$ cat src/rtl/salida_pico_pkg.sv
// Shared definitions for the PicoBlaze output-port register bank:
// FSM encoding, default clock/timer channel map and symbolic port ids.
package salida_pico_pkg;

    typedef enum logic {
        IDLE    = 1'b0,
        PENDING = 1'b1
    } state_t;

    // Channels 9 and 12 come out of reset at 1; channels 0..8 (time/date/timer) are shadowed.
    localparam logic [111:0] DEF_RST_VALS    = 112'h0001_0000_0100_0000_0000_0000_0000;
    localparam logic [13:0]  DEF_SHADOW_MASK = 14'h01FF;

    localparam logic [7:0] ID_SEG    = 8'h00;
    localparam logic [7:0] ID_MIN    = 8'h01;
    localparam logic [7:0] ID_HORA   = 8'h02;
    localparam logic [7:0] ID_DIA    = 8'h03;
    localparam logic [7:0] ID_MES    = 8'h04;
    localparam logic [7:0] ID_ANIO   = 8'h05;
    localparam logic [7:0] ID_TSEG   = 8'h06;
    localparam logic [7:0] ID_TMIN   = 8'h07;
    localparam logic [7:0] ID_THORA  = 8'h08;
    localparam logic [7:0] ID_BRILLO = 8'h09;
    localparam logic [7:0] ID_ALARMA = 8'h0A;
    localparam logic [7:0] ID_LED    = 8'h0B;
    localparam logic [7:0] ID_MODO   = 8'h0C;
    localparam logic [7:0] ID_AGARRE = 8'h0D;
    localparam logic [7:0] ID_COMMIT = 8'h0F;

endpackage

$ cat src/rtl/salida_pico_temporizador.sv
// Auto-commit down-counter: loads AUTO_CYC-1, counts down while enabled,
// and flags expiry at zero. AUTO_CYC = 0 keeps expire_o permanently low.
module salida_pico_temporizador #(
    parameter int AUTO_CYC = 0
) (
    input  logic clk,
    input  logic reset,
    input  logic load_i,
    input  logic en_i,
    output logic expire_o
);

    localparam int CNT_W = (AUTO_CYC > 1) ? $clog2(AUTO_CYC) : 1;
    localparam logic [CNT_W-1:0] LOAD_VAL = CNT_W'((AUTO_CYC > 0) ? AUTO_CYC - 1 : 0);

    logic [CNT_W-1:0] cnt_q, cnt_d;

    always_comb begin
        cnt_d = cnt_q;
        if (load_i) begin
            cnt_d = LOAD_VAL;
        end else if (en_i && (cnt_q != '0)) begin
            cnt_d = cnt_q - 1'b1;
        end
    end

    always_ff @(posedge clk) begin
        if (reset) begin
            cnt_q <= '0;
        end else begin
            cnt_q <= cnt_d;
        end
    end

    assign expire_o = (AUTO_CYC != 0) && (cnt_q == '0);

endmodule

$ cat src/rtl/salida_pico_banco.sv
// Clocked PicoBlaze output-port bank with shadowed channels that commit atomically,
// per-channel update pulses, optional auto-commit and an unmapped-id flag.
module salida_pico_banco
    import salida_pico_pkg::*;
#(
    parameter int                       DATA_W      = 8,
    parameter int                       NUM_CH      = 14,
    parameter logic [7:0]               BASE_ID     = 8'h00,
    parameter logic [7:0]               COMMIT_ID   = 8'h0F,
    parameter logic [NUM_CH-1:0]        SHADOW_MASK = DEF_SHADOW_MASK,
    parameter logic [NUM_CH*DATA_W-1:0] RST_VALS    = DEF_RST_VALS,
    parameter int                       AUTO_CYC    = 0
) (
    input  logic                       clk,
    input  logic                       reset,
    input  logic [7:0]                 id_port,
    input  logic [DATA_W-1:0]          pico_out,
    input  logic                       write_s,
    output logic [NUM_CH*DATA_W-1:0]   port_data,
    output logic [NUM_CH-1:0]          port_upd,
    output logic                       pend,
    output logic                       commit_done,
    output logic                       id_miss
);

    state_t                     state_q, state_d;
    logic [NUM_CH*DATA_W-1:0]   data_q, data_d;
    logic [NUM_CH*DATA_W-1:0]   shadow_q, shadow_d;
    logic [NUM_CH-1:0]          dirty_q, dirty_d;
    logic [NUM_CH-1:0]          upd_q, upd_d;
    logic                       done_q, done_d;
    logic                       miss_q, miss_d;

    logic [7:0]         idx;
    logic [NUM_CH-1:0]  hit;
    logic               isCmd, isCh, shadowWr, expire, timerExp, doCommit, doAbort;

    // Index wraps in 8 bits, so ids below BASE_ID land far above NUM_CH and read as unmapped.
    always_comb begin
        idx   = id_port - BASE_ID;
        isCmd = write_s && (id_port == COMMIT_ID);
        isCh  = write_s && !isCmd && (32'(idx) < NUM_CH);
        hit   = '0;
        for (int k = 0; k < NUM_CH; k++) begin
            hit[k] = isCh && (idx == 8'(k));
        end
        shadowWr = |(hit & SHADOW_MASK);
        expire   = timerExp && (state_q == PENDING) && !shadowWr;
        doCommit = (isCmd && pico_out[0]) || expire;
        doAbort  = isCmd && !pico_out[0];
    end

    salida_pico_temporizador #(
        .AUTO_CYC (AUTO_CYC)
    ) u_temporizador (
        .clk      (clk),
        .reset    (reset),
        .load_i   (shadowWr),
        .en_i     (state_q == PENDING),
        .expire_o (timerExp)
    );

    always_comb begin
        state_d = state_q;
        case (state_q)
            IDLE:    if (shadowWr) state_d = PENDING;
            PENDING: if (isCmd || expire) state_d = IDLE;
            default: state_d = IDLE;
        endcase
    end

    always_comb begin
        data_d   = data_q;
        shadow_d = shadow_q;
        dirty_d  = dirty_q;
        upd_d    = '0;
        done_d   = isCmd || expire;
        miss_d   = write_s && !isCmd && !isCh;
        for (int k = 0; k < NUM_CH; k++) begin
            if (hit[k]) begin
                if (SHADOW_MASK[k]) begin
                    shadow_d[k*DATA_W +: DATA_W] = pico_out;
                    dirty_d[k] = 1'b1;
                end else begin
                    data_d[k*DATA_W +: DATA_W] = pico_out;
                    upd_d[k] = 1'b1;
                end
            end
        end
        if (doCommit) begin
            for (int k = 0; k < NUM_CH; k++) begin
                if (dirty_q[k]) begin
                    data_d[k*DATA_W +: DATA_W] = shadow_q[k*DATA_W +: DATA_W];
                    upd_d[k] = 1'b1;
                end
            end
            dirty_d = '0;
        end
        if (doAbort) begin
            for (int k = 0; k < NUM_CH; k++) begin
                if (SHADOW_MASK[k]) begin
                    shadow_d[k*DATA_W +: DATA_W] = data_q[k*DATA_W +: DATA_W];
                end
            end
            dirty_d = '0;
        end
    end

    always_ff @(posedge clk) begin
        if (reset) begin
            state_q  <= IDLE;
            data_q   <= RST_VALS;
            shadow_q <= RST_VALS;
            dirty_q  <= '0;
            upd_q    <= '0;
            done_q   <= 1'b0;
            miss_q   <= 1'b0;
        end else begin
            state_q  <= state_d;
            data_q   <= data_d;
            shadow_q <= shadow_d;
            dirty_q  <= dirty_d;
            upd_q    <= upd_d;
            done_q   <= done_d;
            miss_q   <= miss_d;
        end
    end

    assign port_data   = data_q;
    assign port_upd    = upd_q;
    assign pend        = (state_q == PENDING);
    assign commit_done = done_q;
    assign id_miss     = miss_q;

endmodule

$ cat config.mk
export PLATFORM = sky130hd
export DESIGN_NAME = salida_pico_banco
export DESIGN_NICKNAME = d
export VERILOG_FILES = /design/src/rtl/salida_pico_pkg.sv /design/src/rtl/salida_pico_temporizador.sv /design/src/rtl/salida_pico_banco.sv
export SDC_FILE = /design/constraint.sdc
export NUM_CORES = 1
export LEC_CHECK = 0
export ABC_AREA = 1
export BUFFER_PORTS_ARGS = -buffer_cell sky130_fd_sc_hd__buf_2
export CAP_MARGIN = 25
export CORE_ASPECT_RATIO = 0.9
export CORE_MARGIN = 1
export CORE_UTILIZATION = 45
export CTS_CLUSTER_SIZE = 14
export DETAILED_ROUTE_END_ITERATION = 6
export PLACE_DENSITY = 0.79
export SLEW_MARGIN = 10
export SYNTH_ARGS = -nofsm -noshare
export SYNTH_HDL_FRONTEND = slang
export SYNTH_SLANG_ARGS = --single-unit
$ cat constraint.sdc
create_clock -name clk -period 2 [get_ports clk]
set_input_delay 0.2 -clock clk [delete_from_list [all_inputs] [get_ports clk]]
set_output_delay 0.2 -clock clk [all_outputs]
set_load 0.005 [all_outputs]
==> summary.md, run 1 <==
| Metric | Value |
|---|---|
| DRC | 0 |
| Drt first pass iters | 7 |
| Crit path max-delay family | simple AND/OR/NAND/NOR gates |
| Mean area per synthesized cell | 7.96 um^2 |
| Placed cell count | 1394 |
| Worst-Margin Slew | between 0.9 and 1 ns |
| Syn_nets | 1053 |
| Clock slew at reported path FFs | roughly 0.060 ns |
| Power Dens Cells | ~870 nW/um^2 |
| Final setup vio count | 0 |
| Tmin final | approximately 1.5 ns |
| Min-Delay Path Class | in -> reg |
| Num CTS Buffers | 22 |
| R2r setup slk | just over 0.9 ns |
| Syn Std Cell Area | 8230 um^2 |
| # diodes | 0 |
| F_max | approximately 0.66 GHz |
| Chip width | ~140 um |
| Synthesis warning total | 0 |
| RSZ-0062 raised after global routing | no |
| Hold depth | 3 |
| Crit path cell chain | buf_2 -> nor2_1 -> nand3_1 -> nor2_8 -> nand3_4 -> buf_4 -> o21ai_0 -> nand2_1 -> a21oi_1 |
| Root Buffer | clkbuf_16 |
| Power Total | just under 9000 uW |
| Layout cells sized above 1 | 0.221 |
| Worst endpoint required time | approximately 2.4 ns |
| VDD IR max | around 0.56 mV |
| Initial antenna violation count | 0 |
| Final Hold Viols | 0 |
| Worst flop-to-flop path endpoint | port_data[13] |
| Cell Rows | 46 |
| Synthesis-to-layout area growth | 20.8% |
| Critical path depth in cells | 9 |
| Total core area | approximately 18000 um^2 |
| H-tree levels | 1 |
| CTS tree | done |
| Layout fillers | roughly 1600 |
| Yosys cell types | 29 |
| Final Non-Filler Cells | 1433 |
| Grt ovf | 0 |
| Synth Register Bits | 210 |
| CTS Hold Bufs | 0 |
| Mapped Cells | 1034 |
| First-pass GRT wire length | 35100 um |
| Pins over their slew limit | 0 |
| Endpoint, Worst Hold | port_data[81] |
| CTS sink count | between 200 and 250 |
| Final worst-path cycle share | 0.754 |
| Vias in the first global route | 6869 |
| Max-Cap Viols | 0 |
| Post-CTS Resized | 0 |
| Initial Utilization | 0.463 |
| Worst Skew | 0.00802 ns |
| CP peak stage delay | between 0.3 and 0.4 ns |
| Antenna viol nets, final | 0 |
| CP arrival | approximately 1.9 ns |
| Commonest cells after routing, fill and taps aside | dfxtp_1 (210), o21ai_0 (172), a21oi_1 (159) |
| Leakage | 0.00425 uW |
| Worst hold start | pico_out[1] |
| Wire per inst | around 15 um |
| Port Buf Inserts | around 150 |
| FF-to-FF Start | dirty_q[1] |
| Worst skew pair latency | about 0.50 ns |
| Largest net degree at the start of global routing | 88 |
| Gp weighted congestion | just under 0.9 |
| Vias | roughly 7500 |
| Crit path launch | id_port[7] |
| HPWL after DPL | between 10000 and 15000 um |
| Setup crit start kind | input pin |
| Worst path slowest cell | buf_4 |
| GRT Util Overall | 0.235 |
| Die area | ~19000 um^2 |
| Worst Setup Path Type | in -> reg |
| Worst hold slack | 0.0230 ns |
| Vias per inst | 5.21 |
| Setup TNS | 0 ns |
| Commonest non-fill, non-tap cell in the layout | dfxtp_1 |
| Crit-path max FO | 61 |
| NumNets Final | 1197 |
| Worst Path Buf+Inv | 2 |
| Worst slew margin | 0.363 |
| R2R cell count | 3 |
| Initial DRC count | roughly 600 |
| Die span in y | 130 um |
| Routed WL | 21800 um |
| Crit. End Element | flop |
| Sequential area share after synthesis | 0.511 |
| # Post-CTS Setup Buffers | 0 |
| Final Util | 0.559 |
| Ports | roughly 150 |
| CTS max path bufs | 3 |
| Status | finished clean |
## layer usage
metal / vias up / global-route usage / wire length [um]
met3: 36 / 0.0400 / 1480
li1: 3697 / - / -
met5: - / 0 / 0
met4: 0 / 0.0644 / 473
met1: 3466 / 0.325 / 9870
met2: 272 / 0.376 / 10000
## state kept, by name (all words and copies together), names as in the netlist
signal       count
port_data      112
id_miss          1
commit_done      1
dirty_q          9
pend             1
shadow_q        72
port_upd        14
## worst register-to-register path: cells and delay by family (launching register included)
family             cells  cell delay [ns]
AOI/OAI and AO/OA      2             0.33
DFF                    1             0.34
and+or+nand+nor        1             0.30
## worst max-delay path by stage
stage	endpoint	slack, ns
after floorplan	port_data[88]	0.49
after global placement	shadow_q[37]	0.12
after detailed placement	shadow_q[38]	0.04
after CTS	shadow_q[38]	0.56
after global routing	shadow_q[29]	0.31
final	shadow_q[29]	0.49
## metrics by stage
stage,cell area (um^2),worst slack [ns]
5_1_grt,9940,0.314
3_5_place_dp,9190,0.0361
2_1_floorplan,8230,0.493
4_1_cts,9940,0.556
3_3_place_gp,9190,0.115
6_report,9940,0.492
## synth_stat cells, drive strengths merged
cell type  count  share of area
nor2         104          0.055
a211oi         1        0.00091
o211ai         2         0.0018
inv          109          0.050
nor3           3         0.0032
a21oi        164           0.10
nand3         64          0.043
nand4          2         0.0033
buf           16          0.019
clkbuf        32          0.015
dfxtp        210           0.51
nand2        146          0.084
o21ai        181           0.11
## final cells by class
class,instances,area [um^2],area share
Sequential cell,210,4200,0.423
Multi-Input combinational cell,667,3340,0.336
Timing Repair Buffer,168,931,0.0936
Clock buffer,30,652,0.0656
Inverter,109,414,0.0417
Tap cell,240,300,0.0302
Clock inverter,9,103,0.0103
## cell families (layout without fill, tap and decap cells)
group                  Yosys count  after routing  share of synthesized area
AO/OA/AOI/OAI                  348            348                      0.217
buffers and inverters          157            316                     0.0835
flip-flops                     210            210                      0.511
AND/OR/NAND/NOR                319            319                      0.188
## report_power, final
group / switching (uW) / internal (uW)
clock network: 1640 / 2540
logic: 229 / 84.9
registers: 2.36 / 4190
(Power assumes the default switching activity.)
==> run 2, diff against run 1 <==
==> constraint.sdc (replaced) <==
create_clock -name clk -period 1.5 [get_ports clk]
set_input_delay 0.15 -clock clk [delete_from_list [all_inputs] [get_ports clk]]
set_output_delay 0.15 -clock clk [all_outputs]
set_load 0.005 [all_outputs]
==> run 2 against run 1 <==
Against the previous run:
- combinational power rose by 60%
- sequential power grew 33%
- routed wire length increased by 4.5%
- sequential share of layout area fell by 2.7 points
- first-iteration DRC count grew 3.5%
- clock power increased by 39%
- final cell count is 4.5% higher
- hold slack got worse by 0.0091 ns
- total power is 37% higher
- clock skew about the same
- flip-flop and latch count did not move
- register-to-register slack lost 0.35 ns
- critical path type unchanged
- critical endpoint is now port_data[93]
==> summary.md, run 2 (synthesis gave the netlist of run 1 again) <==
| Metric | Value |
|---|---|
| Tmin final | between 1 and 1.5 ns |
| Initial Utilization | 0.463 |
| Routed WL | approximately 23000 um |
| CP peak stage delay | ~0.54 ns |
| Worst path slowest cell | dlygate4sd3_1 |
| Ports | about 150 |
| Vias | around 8000 |
| RSZ-0062 raised after global routing | yes |
| Cell Rows | 46 |
| Initial antenna violation count | 0 |
| NumNets Final | ~1300 |
| Worst Skew | approximately 0.008 ns |
| Min-Delay Path Class | in -> reg |
| Clock slew at reported path FFs | 0.06 ns |
| CTS max path bufs | 3 |
| Wl on met1 | 9970 um |
| Leakage | about 0.0046 uW |
| Worst Setup Path Type | in -> reg |
| Pins over their slew limit | 0 |
| Wire per inst | between 15 and 20 um |
| Crit path max-delay family | buffers and inverters |
| Status | finished clean |
| Worst slew margin | 0.713 |
| Chip width | 145 um |
| Root Buffer | clkbuf_16 |
| Worst Path Buf+Inv | 5 |
| Hold depth | 3 |
| H-tree levels | 1 |
| VDD IR max | between 0.7 and 0.8 mV |
| Met2 wire len | 10600 um |
| Crit path cell chain | dlygate4sd3_1 -> buf_6 -> nand4_4 -> buf_4 -> nor2_8 -> inv_2 -> nor2_4 -> buf_4 -> o21ai_0 -> nor2_1 |
| Grt ovf | 0 |
| Commonest cells after routing, fill and taps aside | dfxtp_1 (210), o21ai_0 (172), a21oi_1 (159) |
| Port Buf Inserts | 147 |
| Vias per inst | between 5 and 6 |
| Commonest non-fill, non-tap cell in the layout | dfxtp_1 |
| FF-to-FF Start | dirty_q[7] |
| R2r setup slk | around 0.56 ns |
| CTS sink count | between 200 and 250 |
| Post-route setup slack | 0.0973 ns |
| Crit-path max FO | 5 |
| First-pass GRT wire length | around 36000 um |
| Max-Cap Viols | 0 |
| Sw Share | 0.213 |
| GRT Util Overall | 0.242 |
| CP arrival | ~1.8 ns |
| Vias in the first global route | 7206 |
| Power Dens Cells | 1120 nW/um^2 |
| Setup crit start kind | input pin |
| Worst-Margin Slew | ~0.43 ns |
| Most common cell type on the critical path | buf_4 |
| Total core area | between 15000 and 20000 um^2 |
| Synthesis-to-layout area growth | 29.1% |
| Worst hold slack | approximately 0.014 ns |
| Logic pwr share | 0.042 |
| Final worst-path cycle share | 0.935 |
| R2R cell count | 3 |
| Die area | between 15000 and 20000 um^2 |
| # diodes | 0 |
| Layout cells sized above 1 | 0.258 |
| Sequential share of power | 0.469 |
| Die span in y | ~130 um |
| NetSw | 2530 uW |
| Num CTS Buffers | 22 |
| Crit. End Element | flop |
| Final Hold Viols | 0 |
| Post-Place Worst Slack | -0.211 ns |
| Worst flop-to-flop path endpoint | port_data[60] |
| Largest net degree at the start of global routing | 88 |
| F_max | around 0.71 GHz |
| CTS tree | done |
| Worst skew pair latency | around 0.50 ns |
| Worst hold start | pico_out[3] |
| Pint | about 9400 uW |
| Top Metal Used | met4 |
| Final setup vio count | 0 |
| Initial DRC count | roughly 630 |
| Crit path launch | write_s |
| Endpoint, Worst Hold | port_data[91] |
| Worst endpoint required time | between 1.5 and 2 ns |
| Metal3 WL | roughly 1600 um |
| Clock power share | 0.489 |
| Max reg flops | ~110 |
| HPWL after DPL | between 15000 and 20000 um |
| Drt first pass iters | 6 |
| Antenna viol nets, final | 0 |
| DRC | 0 |
| Gp weighted congestion | a little under 0.9 |
## run 2: cell type report
| class | instances | area, um^2 |
|---|---|---|
| clock inverters | 7 | 119 |
| inverters | 109 | 414 |
| flip-flops and latches | 210 | 4200 |
| repair buffers | 233 | 1570 |
| fillers | 1510 | 7170 |
| well taps | 240 | 300 |
| clock buffers | 32 | 669 |
| multi-input cells | 667 | 3340 |
## run 2: per-stage QoR
stage / total power [uW] / TNS (ns) / instances / utilization / area, um^2
3_3_place_gp: 6180 / -11.52 / 1453 / 0.548 / 9750
2_1_floorplan: 5940 / 0 / 1034 / - / 8230
4_1_cts: 12000 / 0 / 1496 / 0.595 / 10600
3_5_place_dp: 6190 / -16.13 / 1453 / 0.548 / 9750
5_1_grt: 12300 / -0.0881 / 1498 / 0.597 / 10600
6_report: 11900 / 0 / 1498 / 0.597 / 10600
## run 2: worst max path at each step
stage               cells past startpoint             to  slack [ns]
global placement                        9   shadow_q[33]       -0.16
detailed placement                      9   shadow_q[33]       -0.21
global route                           10  port_data[90]       -0.02
CTS                                    10   shadow_q[70]        0.06
floorplan                              10  port_data[88]        0.04
finish                                 10  port_data[93]         0.1
## run 2: power groups by stage
stage / registers (uW) / clock network (uW) / logic [uW]
4_1_cts: 5590 / 5900 / 491
3_5_place_dp: 5710 / 0 / 479
2_1_floorplan: 5710 / 0 / 233
3_3_place_gp: 5710 / 0 / 472
6_report: 5590 / 5820 / 503
5_1_grt: 5580 / 6130 / 539
## run 2: per-layer routing
layer / vias to the layer above / global-route usage
met5: - / 0
met1: 3623 / 0.325
met4: 0 / 0.0811
met2: 284 / 0.401
li1: 3826 / -
met3: 47 / 0.0341
## run 2: tightest hold or removal path, delay by kind of cell
family / cells / cell delay (ns)
simple gates: 2 / 0.16
buf+inv: 1 / 0.15
## run 2: what timing repair did
| action | CTS | global route |
|---|---|---|
| setup endpoints to repair | 0 | 54 |
| hold buffers | 4 | 0 |
| resized for setup | 0 | 7 |
| buffers inserted | 0 | 2 |
| endpoints found under the hold margin | 10 | 0 |
